==> src/rtl/cc1200_pkg.sv <==
// Shared constants for the CC1200 register-access sequencer: header layout,
// address-space markers and FSM state encoding.
package cc1200_pkg;

  localparam int unsigned HDR_RW    = 7;
  localparam int unsigned HDR_BURST = 6;

  localparam logic [7:0] CC_EXT_ADDR = 8'h2F;
  localparam logic [7:0] STROBE_LO   = 8'h30;
  localparam logic [7:0] STROBE_HI   = 8'h3D;

  localparam logic [2:0] StIdle = 3'd0;
  localparam logic [2:0] StHdr  = 3'd1;
  localparam logic [2:0] StExt  = 3'd2;
  localparam logic [2:0] StData = 3'd3;
  localparam logic [2:0] StWait = 3'd4;
  localparam logic [2:0] StDone = 3'd5;

  function automatic logic [7:0] make_header(input logic rw, input logic burst,
                                             input logic [5:0] a);
    logic [7:0] h;
    h            = {2'b00, a};
    h[HDR_RW]    = rw;
    h[HDR_BURST] = burst;
    return h;
  endfunction

endpackage

==> src/rtl/cc1200_reg_ctrl_if.sv <==
// Host command/data and SPI byte-engine signals of cc1200_reg_ctrl.
// CC1200_STROBE_EN adds the cmd_strobe request bit.
interface cc1200_reg_ctrl_if #(
  parameter int unsigned LEN_W = 6
);
  logic             cmd_valid;
  logic             cmd_ready;
  logic             cmd_read;
  logic             cmd_ext;
  logic [7:0]       cmd_addr;
  logic [LEN_W-1:0] cmd_len;
`ifdef CC1200_STROBE_EN
  logic             cmd_strobe;
`endif
  logic [7:0]       wr_data;
  logic             wr_valid;
  logic             wr_ready;
  logic [7:0]       rd_data;
  logic             rd_valid;
  logic [7:0]       status_byte;
  logic             done;
  logic             err_underrun;
  logic             spi_start;
  logic             spi_stop;
  logic [7:0]       spi_data_out;
  logic [7:0]       spi_data_in;
  logic             spi_load_nxt;
  logic             spi_busy;

  modport master (
`ifdef CC1200_STROBE_EN
    output cmd_strobe,
`endif
    output cmd_valid, cmd_read, cmd_ext, cmd_addr, cmd_len, wr_data, wr_valid,
    output spi_data_in, spi_load_nxt, spi_busy,
    input  cmd_ready, wr_ready, rd_data, rd_valid, status_byte, done, err_underrun,
    input  spi_start, spi_stop, spi_data_out
  );

  modport slave (
`ifdef CC1200_STROBE_EN
    input  cmd_strobe,
`endif
    input  cmd_valid, cmd_read, cmd_ext, cmd_addr, cmd_len, wr_data, wr_valid,
    input  spi_data_in, spi_load_nxt, spi_busy,
    output cmd_ready, wr_ready, rd_data, rd_valid, status_byte, done, err_underrun,
    output spi_start, spi_stop, spi_data_out
  );

endinterface

==> src/rtl/cc1200_wr_prefetch.sv <==
// One-entry write-data holding register; an empty drain sends 0x00 and raises
// a sticky underrun flag until cleared.
module cc1200_wr_prefetch (
  input  logic       clk,
  input  logic       rstn,
  input  logic [7:0] wr_data,
  input  logic       wr_valid,
  output logic       wr_ready,
  input  logic       drain,
  input  logic       clr_err,
  output logic [7:0] data,
  output logic       underrun
);
  logic       full_q;
  logic [7:0] data_q;
  logic       err_q;

  assign wr_ready = ~full_q;
  assign data     = full_q ? data_q : 8'h00;
  assign underrun = err_q;

  always_ff @(posedge clk or negedge rstn) begin
    if (!rstn) begin
      full_q <= 1'b0;
      data_q <= 8'h00;
      err_q  <= 1'b0;
    end else begin
      // Loading is only possible while empty, so drain and load never collide.
      if (drain && full_q) begin
        full_q <= 1'b0;
      end else if (wr_valid && !full_q) begin
        full_q <= 1'b1;
        data_q <= wr_data;
      end
      if (clr_err) begin
        err_q <= 1'b0;
      end else if (drain && !full_q) begin
        err_q <= 1'b1;
      end
    end
  end

endmodule

==> src/rtl/cc1200_reg_ctrl.sv <==
// CC1200 register-access sequencer: turns one command into the header/ext/data
// byte stream for the SPI byte engine. CC1200_STROBE_EN enables strobe commands.
module cc1200_reg_ctrl
  import cc1200_pkg::*;
#(
  parameter int unsigned LEN_W    = 6,
  parameter logic [7:0]  DUMMY    = 8'h00,
  parameter logic [7:0]  EXT_ADDR = CC_EXT_ADDR
) (
  input logic              clk,
  input logic              rstn,
  cc1200_reg_ctrl_if.slave bus
);
  localparam int unsigned CNT_W = LEN_W + 2;

  logic [2:0]       state_q, state_d;
  logic [CNT_W-1:0] cnt_q, cnt_d, total_q, total_new, cap_idx_q;
  logic             read_q, ext_q, ld_q, rd_valid_q;
  logic [7:0]       addr_q, status_q, rd_data_q, header, pf_data, data_out;
  logic [LEN_W-1:0] len_eff;
  logic             accept, active, last_byte, next_is_data, ship_wr, strobe, pf_ready;
  logic             underrun;

`ifdef CC1200_STROBE_EN
  assign strobe = bus.cmd_strobe;
`else
  assign strobe = 1'b0;
`endif

  assign accept  = (state_q == StIdle) && bus.cmd_valid;
  assign active  = (state_q == StHdr) || (state_q == StExt) || (state_q == StData);
  assign len_eff = (bus.cmd_len == '0) ? LEN_W'(1) : bus.cmd_len;

  always_comb begin
    if (strobe) begin
      header    = make_header(1'b0, 1'b0, bus.cmd_addr[5:0]);
      total_new = CNT_W'(1);
    end else begin
      header    = make_header(bus.cmd_read, bus.cmd_len > LEN_W'(1),
                              bus.cmd_ext ? EXT_ADDR[5:0] : bus.cmd_addr[5:0]);
      total_new = CNT_W'(1) + CNT_W'(bus.cmd_ext) + CNT_W'(len_eff);
    end
  end

  // cnt_q counts completed bytes, so byte cnt_q+1 is on the wire.
  assign last_byte    = (cnt_q + CNT_W'(1)) == total_q;
  assign next_is_data = cnt_q >= CNT_W'(ext_q);
  assign ship_wr      = active && bus.spi_load_nxt && !last_byte && next_is_data && !read_q;

  always_comb begin
    data_out = 8'h00;
    if (state_q == StIdle) begin
      if (bus.cmd_valid) data_out = header;
    end else if (active) begin
      if (!next_is_data)  data_out = addr_q;
      else if (read_q)    data_out = DUMMY;
      else                data_out = pf_data;
    end
  end

  always_comb begin
    state_d = state_q;
    cnt_d   = cnt_q;
    case (state_q)
      StIdle: begin
        if (accept) begin
          state_d = StHdr;
          cnt_d   = '0;
        end
      end
      StHdr, StExt, StData: begin
        if (bus.spi_load_nxt) begin
          cnt_d = cnt_q + CNT_W'(1);
          if (last_byte)                      state_d = StWait;
          else if (state_q == StHdr && ext_q) state_d = StExt;
          else                                state_d = StData;
        end
      end
      StWait:  if (!bus.spi_busy) state_d = StDone;
      StDone:  state_d = StIdle;
      default: state_d = StIdle;
    endcase
  end

  always_ff @(posedge clk or negedge rstn) begin
    if (!rstn) begin
      state_q    <= StIdle;
      cnt_q      <= '0;
      total_q    <= '0;
      cap_idx_q  <= '0;
      read_q     <= 1'b0;
      ext_q      <= 1'b0;
      addr_q     <= 8'h00;
      ld_q       <= 1'b0;
      status_q   <= 8'h00;
      rd_data_q  <= 8'h00;
      rd_valid_q <= 1'b0;
    end else begin
      state_q <= state_d;
      cnt_q   <= cnt_d;
      if (accept) begin
        read_q  <= bus.cmd_read & ~strobe;
        ext_q   <= bus.cmd_ext & ~strobe;
        addr_q  <= bus.cmd_addr;
        total_q <= total_new;
      end
      // MISO byte is valid the cycle after its Load_Next.
      ld_q <= active && bus.spi_load_nxt;
      if (active && bus.spi_load_nxt) cap_idx_q <= cnt_q;
      rd_valid_q <= 1'b0;
      if (ld_q) begin
        if (cap_idx_q == '0) status_q <= bus.spi_data_in;
        if (read_q && (cap_idx_q >= CNT_W'(1) + CNT_W'(ext_q))) begin
          rd_data_q  <= bus.spi_data_in;
          rd_valid_q <= 1'b1;
        end
      end
    end
  end

  cc1200_wr_prefetch u_prefetch (
    .clk      (clk),
    .rstn     (rstn),
    .wr_data  (bus.wr_data),
    .wr_valid (bus.wr_valid),
    .wr_ready (pf_ready),
    .drain    (ship_wr),
    .clr_err  (accept),
    .data     (pf_data),
    .underrun (underrun)
  );

  assign bus.cmd_ready    = (state_q == StIdle);
  assign bus.wr_ready     = pf_ready;
  assign bus.rd_data      = rd_data_q;
  assign bus.rd_valid     = rd_valid_q;
  assign bus.status_byte  = status_q;
  assign bus.done         = (state_q == StDone);
  assign bus.err_underrun = underrun;
  assign bus.spi_start    = accept;
  assign bus.spi_stop     = active && last_byte;
  assign bus.spi_data_out = data_out;

endmodule

==> src/flat_wrapper.sv <==
// flat-port wrapper written by rule: the top's interface ports become plain ports
module cc1200_reg_ctrl_flat import cc1200_pkg::*;
#(
  parameter int unsigned LEN_W    = 6,
  parameter logic [7:0]  DUMMY    = 8'h00,
  parameter logic [7:0]  EXT_ADDR = CC_EXT_ADDR
)
  (clk, rstn, bus_cmd_valid, bus_cmd_read, bus_cmd_ext, bus_cmd_addr, bus_cmd_len, bus_wr_data, bus_wr_valid, bus_spi_data_in, bus_spi_load_nxt, bus_spi_busy, bus_cmd_ready, bus_wr_ready, bus_rd_data, bus_rd_valid, bus_status_byte, bus_done, bus_err_underrun, bus_spi_start, bus_spi_stop, bus_spi_data_out);
  cc1200_reg_ctrl_if #(.LEN_W(LEN_W)) bus_i ();
  input logic clk;
  input logic rstn;
  input wire logic [$bits(bus_i.cmd_valid)-1:0] bus_cmd_valid;
  input wire logic [$bits(bus_i.cmd_read)-1:0] bus_cmd_read;
  input wire logic [$bits(bus_i.cmd_ext)-1:0] bus_cmd_ext;
  input wire logic [$bits(bus_i.cmd_addr)-1:0] bus_cmd_addr;
  input wire logic [$bits(bus_i.cmd_len)-1:0] bus_cmd_len;
  input wire logic [$bits(bus_i.wr_data)-1:0] bus_wr_data;
  input wire logic [$bits(bus_i.wr_valid)-1:0] bus_wr_valid;
  input wire logic [$bits(bus_i.spi_data_in)-1:0] bus_spi_data_in;
  input wire logic [$bits(bus_i.spi_load_nxt)-1:0] bus_spi_load_nxt;
  input wire logic [$bits(bus_i.spi_busy)-1:0] bus_spi_busy;
  output wire logic [$bits(bus_i.cmd_ready)-1:0] bus_cmd_ready;
  output wire logic [$bits(bus_i.wr_ready)-1:0] bus_wr_ready;
  output wire logic [$bits(bus_i.rd_data)-1:0] bus_rd_data;
  output wire logic [$bits(bus_i.rd_valid)-1:0] bus_rd_valid;
  output wire logic [$bits(bus_i.status_byte)-1:0] bus_status_byte;
  output wire logic [$bits(bus_i.done)-1:0] bus_done;
  output wire logic [$bits(bus_i.err_underrun)-1:0] bus_err_underrun;
  output wire logic [$bits(bus_i.spi_start)-1:0] bus_spi_start;
  output wire logic [$bits(bus_i.spi_stop)-1:0] bus_spi_stop;
  output wire logic [$bits(bus_i.spi_data_out)-1:0] bus_spi_data_out;
  assign bus_i.cmd_valid = bus_cmd_valid;
  assign bus_i.cmd_read = bus_cmd_read;
  assign bus_i.cmd_ext = bus_cmd_ext;
  assign bus_i.cmd_addr = bus_cmd_addr;
  assign bus_i.cmd_len = bus_cmd_len;
  assign bus_i.wr_data = bus_wr_data;
  assign bus_i.wr_valid = bus_wr_valid;
  assign bus_i.spi_data_in = bus_spi_data_in;
  assign bus_i.spi_load_nxt = bus_spi_load_nxt;
  assign bus_i.spi_busy = bus_spi_busy;
  assign bus_cmd_ready = bus_i.cmd_ready;
  assign bus_wr_ready = bus_i.wr_ready;
  assign bus_rd_data = bus_i.rd_data;
  assign bus_rd_valid = bus_i.rd_valid;
  assign bus_status_byte = bus_i.status_byte;
  assign bus_done = bus_i.done;
  assign bus_err_underrun = bus_i.err_underrun;
  assign bus_spi_start = bus_i.spi_start;
  assign bus_spi_stop = bus_i.spi_stop;
  assign bus_spi_data_out = bus_i.spi_data_out;
  cc1200_reg_ctrl #(.LEN_W(LEN_W), .DUMMY(DUMMY), .EXT_ADDR(EXT_ADDR)) u_core (.clk(clk), .rstn(rstn), .bus(bus_i));
endmodule
==> config.mk <==
export PLATFORM = sky130hd
export DESIGN_NAME = cc1200_reg_ctrl_flat
export DESIGN_NICKNAME = d
export VERILOG_FILES = /design/src/rtl/cc1200_pkg.sv /design/src/rtl/cc1200_reg_ctrl_if.sv /design/src/rtl/cc1200_wr_prefetch.sv /design/src/rtl/cc1200_reg_ctrl.sv /design/src/flat_wrapper.sv
export SDC_FILE = /design/constraint.sdc
export NUM_CORES = 1
export LEC_CHECK = 0
export BUFFER_PORTS_ARGS = -buffer_cell sky130_fd_sc_hd__buf_2
export CORE_ASPECT_RATIO = 1.75
export CORE_MARGIN = 2
export CORE_UTILIZATION = 40
export DETAILED_ROUTE_END_ITERATION = 6
export GPL_TIMING_DRIVEN = 0
export REMOVE_ABC_BUFFERS = 1
export SYNTH_ARGS = -nofsm -noshare
export SYNTH_HDL_FRONTEND = slang
export SYNTH_HIERARCHICAL = 1
export SYNTH_SLANG_ARGS = --single-unit
export TNS_END_PERCENT = 50
==> constraint.sdc <==
create_clock -name clk -period 3.8 [get_ports clk]
set_clock_uncertainty 0.05 [all_clocks]
set_input_delay 0.19 -clock clk [delete_from_list [all_inputs] [get_ports clk]]
set_output_delay 0.19 -clock clk [all_outputs]
set_load 0.01 [all_outputs]
== Word-level counts from Yosys, hierarchy flattened ==
Cells that the tools add are included.

* Logic and storage cells: 83
* Latch bits: 0
* Input port bits: 38
* RAM bits: 0
* Memories kept: 0
* Bits in read-only memories: 0
* Register bits after elaboration: 65
* Output and inout port bits: 31

* Add/subtract/negate cells: 4
* Reduce and logical (&&, ||, !) cells: 28
* Divide/modulo/power cells: 0
* Bitwise gates (word level): 2
* Equal/unequal tests: 9
* $mul: 0
* Shift operators: 0
* Mux-type cells: 23
* Magnitude comparators: 3

{| class="wikitable"
|+ Operators by type and width
! operator !! number
|-
| two-way mux 8 bit || 8
|-
| one-hot mux 8 bit (2 select lines) || 1
|-
| two-way mux 3 bit || 4
|-
| two-way mux 6 bit || 2
|-
| logical AND 1 bit || 11
|-
| one-hot mux 3 bit (3 select lines) || 1
|-
| adder 8 x 1 -> 8 bit (second input constant) || 1
|-
| adder 8 x 6 -> 8 bit || 1
|-
| equality test 8 bit || 1
|-
| greater-or-equal comparator 8 x 1 -> 1 bit || 1
|-
| greater-or-equal comparator 8 bit || 1
|-
| zero test 8 bit || 1
|-
| two-way mux 1 bit || 7
|-
| equality test 3 x 2 -> 1 bit (second input constant) || 2
|-
| equality test 3 bit (second input constant) || 2
|-
| > comparator 6 x 1 -> 1 bit (second input constant) || 1
|-
| zero test 6 bit || 1
|-
| AND reduction 2 bit || 3
|-
| AND reduction 3 bit || 2
|-
| nonzero test 2 bit || 3
|-
| adder 1 x 1 -> 2 bit (first input constant) || 2
|-
| != test 2 bit (second input constant) || 2
|-
| equality test 3 x 1 -> 1 bit (second input constant) || 1
|-
| zero test 1 bit || 3
|-
| other kinds (5) || 7
|}

== Logic depth before layout (Yosys ltp) ==
Gate-level depths: netlist of the first run.

* Word-level depth: 10
* Depth in mapped cells: 9
* Gate-level depth less buffers: 9

== Hierarchy ==
Netlist of the first run, hierarchy kept.

{| class="wikitable"
|+ Modules (own cells, without submodules)
! module !! seq. area each (sq um) !! cells an instance !! area each (sq um) !! instances
|-
| cc1200_reg_ctrl || 1,351.3 || 295 || 2,824.0 || 1
|-
| cc1200_wr_prefetch || 250.2 || 34 || 467.9 || 1
|}

== Least setup slack after synthesis of the first run ==
No wires, ideal clock.

* Path type: reg-to-output
* From: reg u_core.cnt_q[1]
* To: out bus_spi_stop
* Data arrival time: 1.901 ns
* Cell stages (with the launch flop): 7
* Data required time: 3.560 ns
* Path slack: 1.659 ns
* Buffers on the path: 0
* Path through: dfrtp_1 ha_1 and3_1 nand3_2 o32a_1 a2111oi_4 nor2b_1

* Cells in the longest elaborated chain, start to end: 3

{| class="wikitable"
|+ RTL lines
! what !! RTL line !! text
|-
| start, declared || cc1200_reg_ctrl.sv:17 || <nowiki>logic [CNT_W-1:0] cnt_q, cnt_d, total_q, total_new, cap_idx_q;</nowiki>
|-
| start signal, assigned || cc1200_reg_ctrl.sv:100 || <nowiki>cnt_q <= cnt_d;</nowiki>
|-
| adder 8 x 1 -> 8 bit || cc1200_reg_ctrl.sv:46 || <nowiki>assign last_byte = (cnt_q + CNT_W'(1)) == total_q;</nowiki>
|-
| equality test 8 bit || cc1200_reg_ctrl.sv:46 ||
|-
| logical AND 1 bit || cc1200_reg_ctrl.sv:141 || <nowiki>assign bus.spi_stop = active && last_byte;</nowiki>
|-
| end, declared || flat_wrapper.sv:30 || <nowiki>output wire logic [$bits(bus_i.spi_stop)-1:0] bus_spi_stop;</nowiki>
|}

Every way passes these cells.

== Final worst setup path of the first run ==
* From: reg u_core.state_q[1]
* To: out bus_spi_data_out[0]

* Cells in the longest elaborated chain, start to end: 5
* Elaborated cells between the ends (all ways): 8
* Those cells by class: 3 x eq/ne; 2 x mux; 3 x reduce/logical

{| class="wikitable"
|+ RTL lines
! what !! RTL line !! text
|-
| start, declared || cc1200_reg_ctrl.sv:16 || <nowiki>logic [2:0] state_q, state_d;</nowiki>
|-
| start signal, assigned || cc1200_reg_ctrl.sv:87 || <nowiki>state_q <= StIdle;</nowiki>
|-
| start signal, assigned || cc1200_reg_ctrl.sv:99 || <nowiki>state_q <= state_d;</nowiki>
|-
| equality test 3 x 1 -> 1 bit or equality test 3 x 2 -> 1 bit (tied branches) || cc1200_reg_ctrl.sv:31 || <nowiki>assign active = (state_q == StHdr) || (state_q == StExt) || (state_q == StData);</nowiki>
|-
| logical OR 1 bit (2 in series) || cc1200_reg_ctrl.sv:31 ||
|-
| two-way mux 8 bit || cc1200_reg_ctrl.sv:54 || <nowiki>end else if (active) begin</nowiki>
|-
| two-way mux 8 bit (*) || cc1200_reg_ctrl.sv:52 || <nowiki>if (state_q == StIdle) begin</nowiki>
|-
| end, declared || flat_wrapper.sv:31 || <nowiki>output wire logic [$bits(bus_i.spi_data_out)-1:0] bus_spi_data_out;</nowiki>
|}

Mark *: on every way between the ends. The rest lies on a longest branch, timed or not.

==> summary.txt, run 1 <==
STA
  – Worst slew pin tran: 1.01 ns
  – Period utilization: a little over 80%
  – Finish-stage setup viols: 0
  – TNS Setup: 0 ns
  – Slew margin rel.: 32.7%
  – Unrepaired setup endpoints after global routing: false
  – Period minus WS final: 3.14 ns
  – Fmax: 318 MHz
  – Hold Vio Cnt, Final: 0
  – Final slew viol count: 0
  – WHS: between 0.01 and 0.015 ns

Global routing
  – First-pass GRT wire length: approximately 12000 µm
  – GRT Util Overall: 17.3%
  – Initial antenna violation count: 0
  – Grt total ovfl: 0
  – GR peak layer: met2
  – Pin count of the biggest net entering global routing: 65
  – Vias in the first global route: 2625
  – M1 GR Usage: 18.9%
  – Met2 Use GR: 30.9%
  – Met3 GRT Util: ~3.6%

Layout
  – Share of cells above drive strength 1: between 20% and 30%
  – FF/Latch Area: 0.00160 mm²
  – Multi-input combinational cell area: 0.00154 mm²
  – Filler cells: 760
  – Layout area overhead: 20.4%
  – Net count reported at finish: about 440
  – Antenna cells: 0

Power
  – Peak VDD IR: 0.439 mV
  – PD cells: roughly 820 mW/mm²
  – Leakage Power: 1.94 nW

Synthesis
  – Synth top area cells: dfrtp_1, nand2_1, mux2_2
  – Top cell type's share of synthesized area: 48.7%
  – YS warnings: 6
  – #FFs+latches synth: 64
  – Syn_area_per_cell: around 10 µm²
  – Netlist cell types: between 40 and 50
  – Synth area leader: dfrtp_1
  – Synth Flop Type: dfrtp_1
  – Async S/R FF share, synth: 100%
  – Synth Cell Area: 0.00329 mm²
  – Register area share after synthesis: 48.7%
  – Mapped Cells: 329
  – EDFF count, synth: 0

Worst setup path
  – Most used cell, CP: o21ai_0
  – Top delay family on crit path: buffers and inverters
  – Critical Path Sink Type: output port
  – Worst Path Required: 3.56 ns
  – CP Data Arrival Time: 2.90 ns
  – Buf/Inv on CP: 2
  – Largest fanout on the critical path: 25
  – FF-to-FF path depth: 6
  – Crit path cell chain: nor2_1 -> nand3_1 -> inv_1 -> o21ai_0 -> o21ai_0 -> buf_2
  – Slowest CP cell: inv_1
  – Crit-path max cell delay: about 0.8 ns
  – CP startpoint kind: flop
  – R2R Path Start: u_core/state_q[1]
  – FF-to-FF End: u_core/cnt_q[7]
  – Kind of critical path: reg2out
  – Setup slack, reg-to-reg: 0.90 ns

Placement
  – Post-DP HPWL: 4990 µm
  – RD Place Congestion: 0.766
  – Port-buffer cells: just under 70

Run
  – Max-cap violations: 0

Routing
  – Avg WL per Cell: approximately 14 µm
  – Vias: 2523
  – 1st-pass router iterations: 4
  – Antenna Violating Nets Remaining: 0
  – Iteration-0 DRC Markers: 103
  – Final WL: 6870 µm
  – # DRC: 0
  – Via density: slightly above 5

Clock network
  – Skew-Pair Late Insertion Delay: approximately 0.33 ns
  – CTS sink count: 64
  – H-tree Lvls: 3
  – TritonCTS Buffers: 9
  – Maximum root-to-sink buffer count: 2
  – PostCTS Resize Cnt: 0
  – Worst-path clk slew: 0.05 ns
  – CTS tree: yes
  – Clock root cell: clkbuf_16

Worst hold path
  – Hold path cells: 3
  – Hold Startpoint: bus_cmd_addr[7]
  – Worst Hold Path EP: u_core/addr_q[7]
  – Hold WC Path Type: in2reg

Floorplan
  – Starting Density: 41.3%
  – DIE HEIGHT: 124 µm
  – Site Rows: 43
  – Core area: 0.00796 mm²
  – DIE AREA: 0.00900 mm²
  – I/O pin total: 69
  – Die X: 72.6 µm

Outcome
  – Outcome: finished clean
what timing repair did:
action | 4_1_cts | 5_1_grt
hold endpoints to repair | 64 | 0
buffers inserted | 0 | 0
hold buffers | 1 | 0
cells by family (layout without fill, tap and decap cells):
family,Yosys count,in the layout,share of synthesized area (%)
buf+inv,30,99,4.64
compound gates,55,55,10.8
mux,32,32,11.6
flops,64,64,48.7
simple gates,131,131,19.1
xor+xnor,11,11,2.93
fa+ha+maj,6,6,2.28
cells in the mapped netlist, drive strengths merged (2+ instances only):
master,number
nor2,13
dfrtp,64
xnor2,8
and2,11
and3,2
nor3,4
ha,6
mux2,24
nand2b,5
clkbuf,11
o21bai,2
nor4,2
a31oi,2
o22ai,2
nand2,66
buf,5
inv,14
or4,2
mux2i,8
o31ai,3
o21ai,35
nor2b,12
nand3,10
xor2,3
a21oi,3
stage by stage:
step	instance area, µm²	setup WS, ns	power (mW)	util [%]	cells
after floorplan	3190	1.61	2.02	-	313
after global placement	3640	0.915	2.41	45.8	471
after detailed placement	3650	0.891	2.44	45.8	471
after CTS	3960	0.596	3.29	49.8	488
after global routing	3960	0.209	3.52	49.8	488
final	3960	0.655	3.24	49.8	488
layout by cell type, fill, tap and decap left out, types with 3 or more instances in the layout:
| cell | Yosys | final |
|---|---|---|
| and2_1 | 9 | 9 |
| buf_2 | 3 | 67 |
| clkbuf_16 | 0 | 9 |
| dfrtp_1 | 64 | 64 |
| ha_1 | 6 | 6 |
| inv_1 | 14 | 14 |
| mux2_2 | 16 | 16 |
| mux2_4 | 8 | 8 |
| mux2i_1 | 8 | 8 |
| nand2_1 | 66 | 66 |
| nand2b_1 | 5 | 5 |
| nand3_1 | 8 | 8 |
| nor2_1 | 13 | 13 |
| nor2b_1 | 12 | 12 |
| nor3_1 | 3 | 3 |
| o21ai_0 | 35 | 35 |
| o31ai_1 | 3 | 3 |
| xnor2_1 | 8 | 8 |
| xor2_1 | 3 | 3 |
flip-flops by register name, indices dropped and copies added, names as in the netlist, 3 cells and up:
signal	count
u_core/cap_idx_q	8
u_core/cnt_q	8
u_core/bus.rd_data	8
u_core/addr_q	8
u_core/bus.status_byte	8
u_core/state_q	3
u_core/u_prefetch/data_q	8
u_core/total_q	7
worst register-to-register path: stages, from the launching register on:
cell and delay (ns):
dfrtp_1 0.44, nor2_1 0.22, nand3_1 0.65, inv_1 0.79
nor2_1 0.28, o21ai_0 0.24, o21ai_0 0.11
final cells by class:
type	instances	area share [%]
Multi-Input combinational cell	235	38.8
Inverter	14	1.33
Tap cell	90	2.84
Timing Repair Buffer	69	8.90
Sequential cell	64	40.4
Clock inverter	6	1.70
Clock buffer	10	6.03
where the power goes:
group	internal (mW)	leakage, nW	switching, mW
clock	0.527	0.145	0.307
sequential	0.960	0.800	0.209
combinational	0.603	1.00	0.635
routing by layer:
layer  vias up  wire length [µm]
li1       1246                 -
met1      1219              2690
met2        50              3860
met3         8               213
met4         0               114
met5         -                 0
worst max path at each step:
stage	cells after the start	slack, ns	start	endpoint
6_report	6	0.66	u_core/state_q[1]	bus_spi_data_out[0]
5_1_grt	6	0.21	u_core/state_q[1]	bus_spi_data_out[0]
4_1_cts	6	0.60	u_core/state_q[1]	bus_spi_data_out[0]
3_5_place_dp	6	0.89	u_core/state_q[1]	u_core/cnt_q[7]
3_3_place_gp	6	0.91	u_core/state_q[1]	u_core/cnt_q[4]
2_1_floorplan	6	1.61	u_core/cnt_q[0]	bus_spi_stop
Note: power is estimated with default switching activity, not from simulation.
==> inputs of run 2 (changes only) <==
==> constraint.sdc (replaced) <==
create_clock -name clk -period 2.7 [get_ports clk]
set_clock_uncertainty 0.05 [all_clocks]
set_input_delay 0.135 -clock clk [delete_from_list [all_inputs] [get_ports clk]]
set_output_delay 0.135 -clock clk [all_outputs]
set_load 0.01 [all_outputs]
==> summary.txt, run 2 (synthesis results as in run 1) <==
Worst setup path
  – FF-to-FF End: u_core/cnt_q[6]
  – Kind of critical path: reg2out
  – Setup slack, reg-to-reg: 0.30 ns (-0.60 ns)
  – CP Data Arrival Time: 2.36 ns (-0.54 ns)
  – Critical Path Sink Type: output port
  – R2R Path Start: u_core/state_q[1]
  – Worst Path Required: 2.52 ns (-1.04 ns)
  – Largest fanout on the critical path: 6 (-76%)
  – Critical path origin: u_core/cnt_q[0]
  – CP startpoint kind: flop
  – FF-to-FF path depth: 6 (unchanged)
  – Critical path destination: bus_spi_stop

Power
  – Peak VDD IR: 0.616 mV (+40%)
  – Final Power: 4.69 mW (+45%)
  – Leakage Power: 2.06 nW (+5.9%)
  – PD cells: 1100 mW/mm² (+34%)

Run
  – Max-cap violations: 0 (unchanged)

Routing
  – Vias: 2626 (+4.1%)
  – Final WL: 7270 µm (+5.7%)
  – Avg WL per Cell: 14.0 µm (-0.38%)
  – 1st-pass router iterations: 4 (unchanged)
  – Via density: 5.07 (-1.9%)
  – Antenna Violating Nets Remaining: 0 (unchanged)
  – # DRC: 0 (unchanged)
  – Iteration-0 DRC Markers: 97 (-5.8%)

Clock network
  – Worst-path clk slew: 0.05 ns (about the same)
  – H-tree Lvls: 3 (unchanged)
  – Clock root cell: clkbuf_16
  – CTS tree: yes
  – CTS sink count: 64 (unchanged)
  – Maximum root-to-sink buffer count: 2 (unchanged)
  – Skew-Pair Late Insertion Delay: 0.33 ns (about the same)
  – TritonCTS Buffers: 9 (unchanged)

STA
  – Worst slew pin tran: 1.01 ns (-0.000855 ns)
  – Slew margin rel.: 32.8% (+0.057 points)
  – Hold Vio Cnt, Final: 0 (unchanged)
  – Unrepaired setup endpoints after global routing: false
  – Fmax: 393 MHz
  – Final slew viol count: 0 (unchanged)
  – Finish-stage setup viols: 0 (unchanged)
  – Period utilization: 94.2%
  – Period minus WS final: 2.54 ns

Layout
  – Net count reported at finish: 467 (+6.9%)
  – Leading cell type in the layout, fill and taps excluded: buf_2
  – Most frequent cells in the layout: buf_2, nand2_1, dfrtp_1
  – Layout area overhead: 30.1%
  – Share of cells above drive strength 1: 30.1% (+0.49 points)
  – Design Area, Final: 0.00428 mm² (+8.0%)
  – Antenna cells: 0 (unchanged)
  – Non-Filler Instances: 518 (+6.1%)

Floorplan
  – DIE HEIGHT: 124 µm (unchanged)
  – Core area: 0.00796 mm² (unchanged)
  – Die X: 72.6 µm (unchanged)
  – I/O pin total: 69 (unchanged)
  – Site Rows: 43 (unchanged)
  – DIE AREA: 0.00900 mm² (unchanged)
  – Starting Density: 41.3% (unchanged)

Placement
  – Post-place instance area: 0.00365 mm² (unchanged)
  – Post-DP HPWL: 4990 µm (unchanged)
  – Port-buffer cells: 68 (unchanged)
  – Placed Cells: 471 (unchanged)
  – RD Place Congestion: 0.766 (unchanged)

Global routing
  – Vias in the first global route: 2726 (+3.8%)
  – GRT Util Overall: 17.8% (+0.54 points)
  – Grt total ovfl: 0 (unchanged)
  – Initial antenna violation count: 0 (unchanged)
  – Pin count of the biggest net entering global routing: 65 (unchanged)
  – First-pass GRT wire length: 12300 µm (+3.0%)

Worst hold path
  – Hold WC Path Type: in2reg

Outcome
  – Outcome: finished clean
==> run 2: cell types whose count changed in the layout (fill, tap and decap cells not counted), sizes merged <==
cell | before | now
clkinvlp | 2 | 4
buf | 68 | 72
inv | 15 | 14
dlygate4sd3 | 1 | 26
==> run 2: final cells by class <==
class	count	area, µm²
fill	722	3680
sequential	64	1600
multi-input combinational	235	1570
timing repair buffer	98	633
clock buffer	10	239
tap	90	113
clock inverter	6	67.6
inverter	14	56.3
timing repair inverter	1	5.00
==> run 2: power breakdown <==
group	internal (mW)	switching, mW
clock network	0.742	0.435
registers	1.35	0.300
logic	0.924	0.938
==> run 2: metal layers <==
layer	global-route usage, %	up-vias	wire length [µm]
met5	0	-	0
met4	9.03	0	143
met3	3.64	12	179
met2	32.0	44	4030
met1	19.4	1263	2920
li1	-	1307	-
==> run 2: per-stage QoR <==
step	util [%]	setup slack [ns]	hold slack, ns	setup TNS (ns)
final	53.8	0.157	0.0439	0
after global routing	53.8	0.0359	0.0500	0
after CTS	53.1	-0.0199	0.0337	-0.0199
after detailed placement	45.8	-0.209	0.238	-1.50
after global placement	45.8	-0.185	0.280	-1.25
after floorplan	-	0.520	-0.211	0
==> run 2: worst min-delay path by stage <==
stage / startpoint / end / slack [ns] / depth (start not counted)
final: bus_cmd_len[5] / u_core/total_q[6] / 0.04 / 2
after global routing: bus_cmd_len[5] / u_core/total_q[6] / 0.05 / 2
after CTS: bus_cmd_len[5] / u_core/total_q[6] / 0.03 / 2
after detailed placement: rstn / u_core/total_q[6] / 0.24 / 1
after global placement: bus_cmd_addr[6] / u_core/addr_q[6] / 0.28 / 3
after floorplan: rstn / u_core/addr_q[0] / -0.21 / 0
==> run 2: timing repair <==
action / CTS / global route
resized for setup: 5 / 3
hold buffers: 26 / 0
pin swaps: 1 / 2
gates cloned: 0 / 1
buffers inserted: 0 / 4
hold endpoints to repair: 96 / 0
endpoints found under the setup margin: 16 / 14
==> run 2: critical path: stages, from the launching register on <==
cell       delay (ns)
dfrtp_2          0.44
ha_4             0.18
and3_1           0.20
nand3_2          0.09
o32a_1           0.35
a2111oi_4        0.43
nor2b_1          0.20
buf_2            0.14
==> inputs of run 3 (changes only) <==
--- a/config.mk
+++ b/config.mk
@@ -6,6 +6,7 @@
 export NUM_CORES = 1
 export LEC_CHECK = 0
 export BUFFER_PORTS_ARGS = -buffer_cell sky130_fd_sc_hd__buf_2
+export CAP_MARGIN = 0
 export CORE_ASPECT_RATIO = 1.75
 export CORE_MARGIN = 2
 export CORE_UTILIZATION = 40
==> constraint.sdc (replaced) <==
create_clock -name clk -period 2.26 [get_ports clk]
set_clock_uncertainty 0.05 [all_clocks]
set_input_delay 0.113 -clock clk [delete_from_list [all_inputs] [get_ports clk]]
set_output_delay 0.113 -clock clk [all_outputs]
set_load 0.01 [all_outputs]
==> summary.txt, run 3 (synthesis results as in run 1) <==
Layout
  – Leading cell type in the layout, fill and taps excluded: buf_2
  – Non-Filler Instances: 526 (+1.5%)
  – Share of cells above drive strength 1: 32.8% (+2.7 points)
  – Antenna cells: 0 (unchanged)
  – Design Area, Final: 0.00437 mm² (+2.1%)
  – Most frequent cells in the layout: buf_2, nand2_1, dfrtp_1
  – Layout area overhead: 32.9%
  – Net count reported at finish: 475 (+1.7%)
  – Filler cells: 714 (-1.1%)

Global routing
  – Vias in the first global route: 2827 (+3.7%)
  – First-pass GRT wire length: 12500 µm (+1.8%)
  – GRT Util Overall: 18.1% (+0.25 points)
  – Pin count of the biggest net entering global routing: 65 (unchanged)
  – Grt total ovfl: 0 (unchanged)
  – Initial antenna violation count: 0 (unchanged)

Placement
  – Post-DP HPWL: 4990 µm (unchanged)
  – Post-place instance area: 0.00365 mm² (unchanged)
  – Placed Cells: 471 (unchanged)
  – DP Worst Slack: -0.649 ns (-0.440 ns)
  – RD Place Congestion: 0.766 (unchanged)
  – Port-buffer cells: 68 (unchanged)

STA
  – Final worst setup slack: -0.0711 ns (-0.228 ns)
  – Finish-stage setup viols: 1 (+1)
  – WHS: 0.0223 ns (-0.0216 ns)
  – Final slew viol count: 0 (unchanged)
  – Worst slew pin tran: 1.01 ns (+0.00315 ns)
  – Unrepaired setup endpoints after global routing: true
  – Period minus WS final: 2.33 ns
  – Fmax: 429 MHz
  – Period utilization: 103%
  – Slew margin rel.: 32.6% (-0.21 points)
  – Hold Vio Cnt, Final: 0 (unchanged)

Routing
  – Via density: 5.16 (+1.9%)
  – # DRC: 0 (unchanged)
  – Final WL: 7640 µm (+5.1%)
  – Vias: 2716 (+3.4%)
  – 1st-pass router iterations: 4 (unchanged)
  – Avg WL per Cell: 14.5 µm (+3.5%)
  – Iteration-0 DRC Markers: 124 (+28%)
  – Antenna Violating Nets Remaining: 0 (unchanged)

Worst setup path
  – Crit-path max cell delay: 0.39 ns (-0.05 ns)
  – Largest fanout on the critical path: 4 (-2)
  – Critical Path Sink Type: output port
  – CP Data Arrival Time: 2.17 ns (-0.19 ns)
  – Kind of critical path: reg2out
  – Worst Path Required: 2.10 ns (-0.42 ns)
  – Top delay family on crit path: compound AO/OA/AOI/OAI gates
  – Buf/Inv on CP: 1 (unchanged)
  – Crit path cell chain: ha_4 -> and3_4 -> nand3_2 -> o32a_1 -> a2111oi_4 -> nor2b_2 -> buf_2
  – Slowest CP cell: dfrtp_2
  – CP startpoint kind: flop

Power
  – Leakage Power: 2.09 nW (+1.4%)
  – PD cells: 1300 mW/mm² (+19%)
  – Peak VDD IR: 0.785 mV (+27%)

Floorplan
  – Die X: 72.6 µm (unchanged)
  – I/O pin total: 69 (unchanged)
  – Site Rows: 43 (unchanged)
  – Core area: 0.00796 mm² (unchanged)
  – DIE AREA: 0.00900 mm² (unchanged)
  – Starting Density: 41.3% (unchanged)
  – DIE HEIGHT: 124 µm (unchanged)

Outcome
  – Violated checks: setup timing
  – Outcome: finished with violations

Clock network
  – Skew-Pair Late Insertion Delay: 0.33 ns (about the same)
  – Maximum root-to-sink buffer count: 2 (unchanged)
  – CTS sink count: 64 (unchanged)
  – H-tree Lvls: 3 (unchanged)
  – CTS tree: yes
  – TritonCTS Buffers: 9 (unchanged)
  – Clock root cell: clkbuf_16
  – Worst-path clk slew: 0.05 ns (about the same)

Run
  – Max-cap violations: 0 (unchanged)

Worst hold path
  – Hold WC Path Type: in2reg
run 3: cell count changes in the layout (fill, tap and decap cells not counted), sizes merged:
cell	delta
buf	+6
nand3	+1
clkinvlp	+1
run 3: worst paths after layout:
check,cells past startpoint,endpoint,slack [ns],start
setup / recovery,7,bus_spi_stop,-0.07,u_core/cnt_q[0]
hold / removal,2,u_core/total_q[6],0.02,bus_cmd_len[5]
setup reg to reg,9,u_core/u_prefetch/underrun,0.04,u_core/cnt_q[0]
hold reg to reg,2,u_core/cap_idx_q[5],0.43,u_core/cap_idx_q[5]
max in group asynchronous,2,u_core/cnt_q[0],1.21,rstn
min in group asynchronous,2,u_core/cap_idx_q[2],0.38,rstn
run 3: per-layer routing:
layer  up-vias  GRT usage, %  share of wire (%)
li1       1322             -                  -
met2        61          33.1                 57
met3        15          3.40                2.9
met4         0          9.38                2.3
met5         -             0                  0
met1      1318          19.2                 38
run 3: per-stage QoR:
step	util [%]	TNS, ns	total power, mW
finish	54.9	-0.0711	5.71
global route	54.9	-1.32	6.15
CTS	54.3	-0.153	5.70
detailed placement	45.8	-10.59	4.11
global placement	45.8	-10.10	4.06
floorplan	-	0	3.40
run 3: area by class of cell:
cell class / count / area, µm² / area share [%]
Clock inverter: 6 / 67.6 / 1.54
Clock buffer: 10 / 239 / 5.46
Timing Repair inverter: 2 / 10.0 / 0.229
Sequential cell: 64 / 1610 / 36.7
Inverter: 14 / 56.3 / 1.29
Tap cell: 90 / 113 / 2.57
Multi-Input combinational cell: 236 / 1600 / 36.7
Timing Repair Buffer: 104 / 678 / 15.5
run 3: where the power goes:
group          internal, mW  leakage (nW)  switching (mW)
combinational          1.15          1.15            1.18
clock                 0.887         0.145           0.521
sequential             1.62         0.794           0.353
run 3: repair_timing:
action / CTS / global route
buffers inserted: 6 / 4
cloned: 1 / 2
hold buffers: 26 / 0
endpoints found under the hold margin: 97 / 0
gates resized for setup: 14 / 2
pin swaps: 2 / 1
setup endpoints to repair: 33 / 16
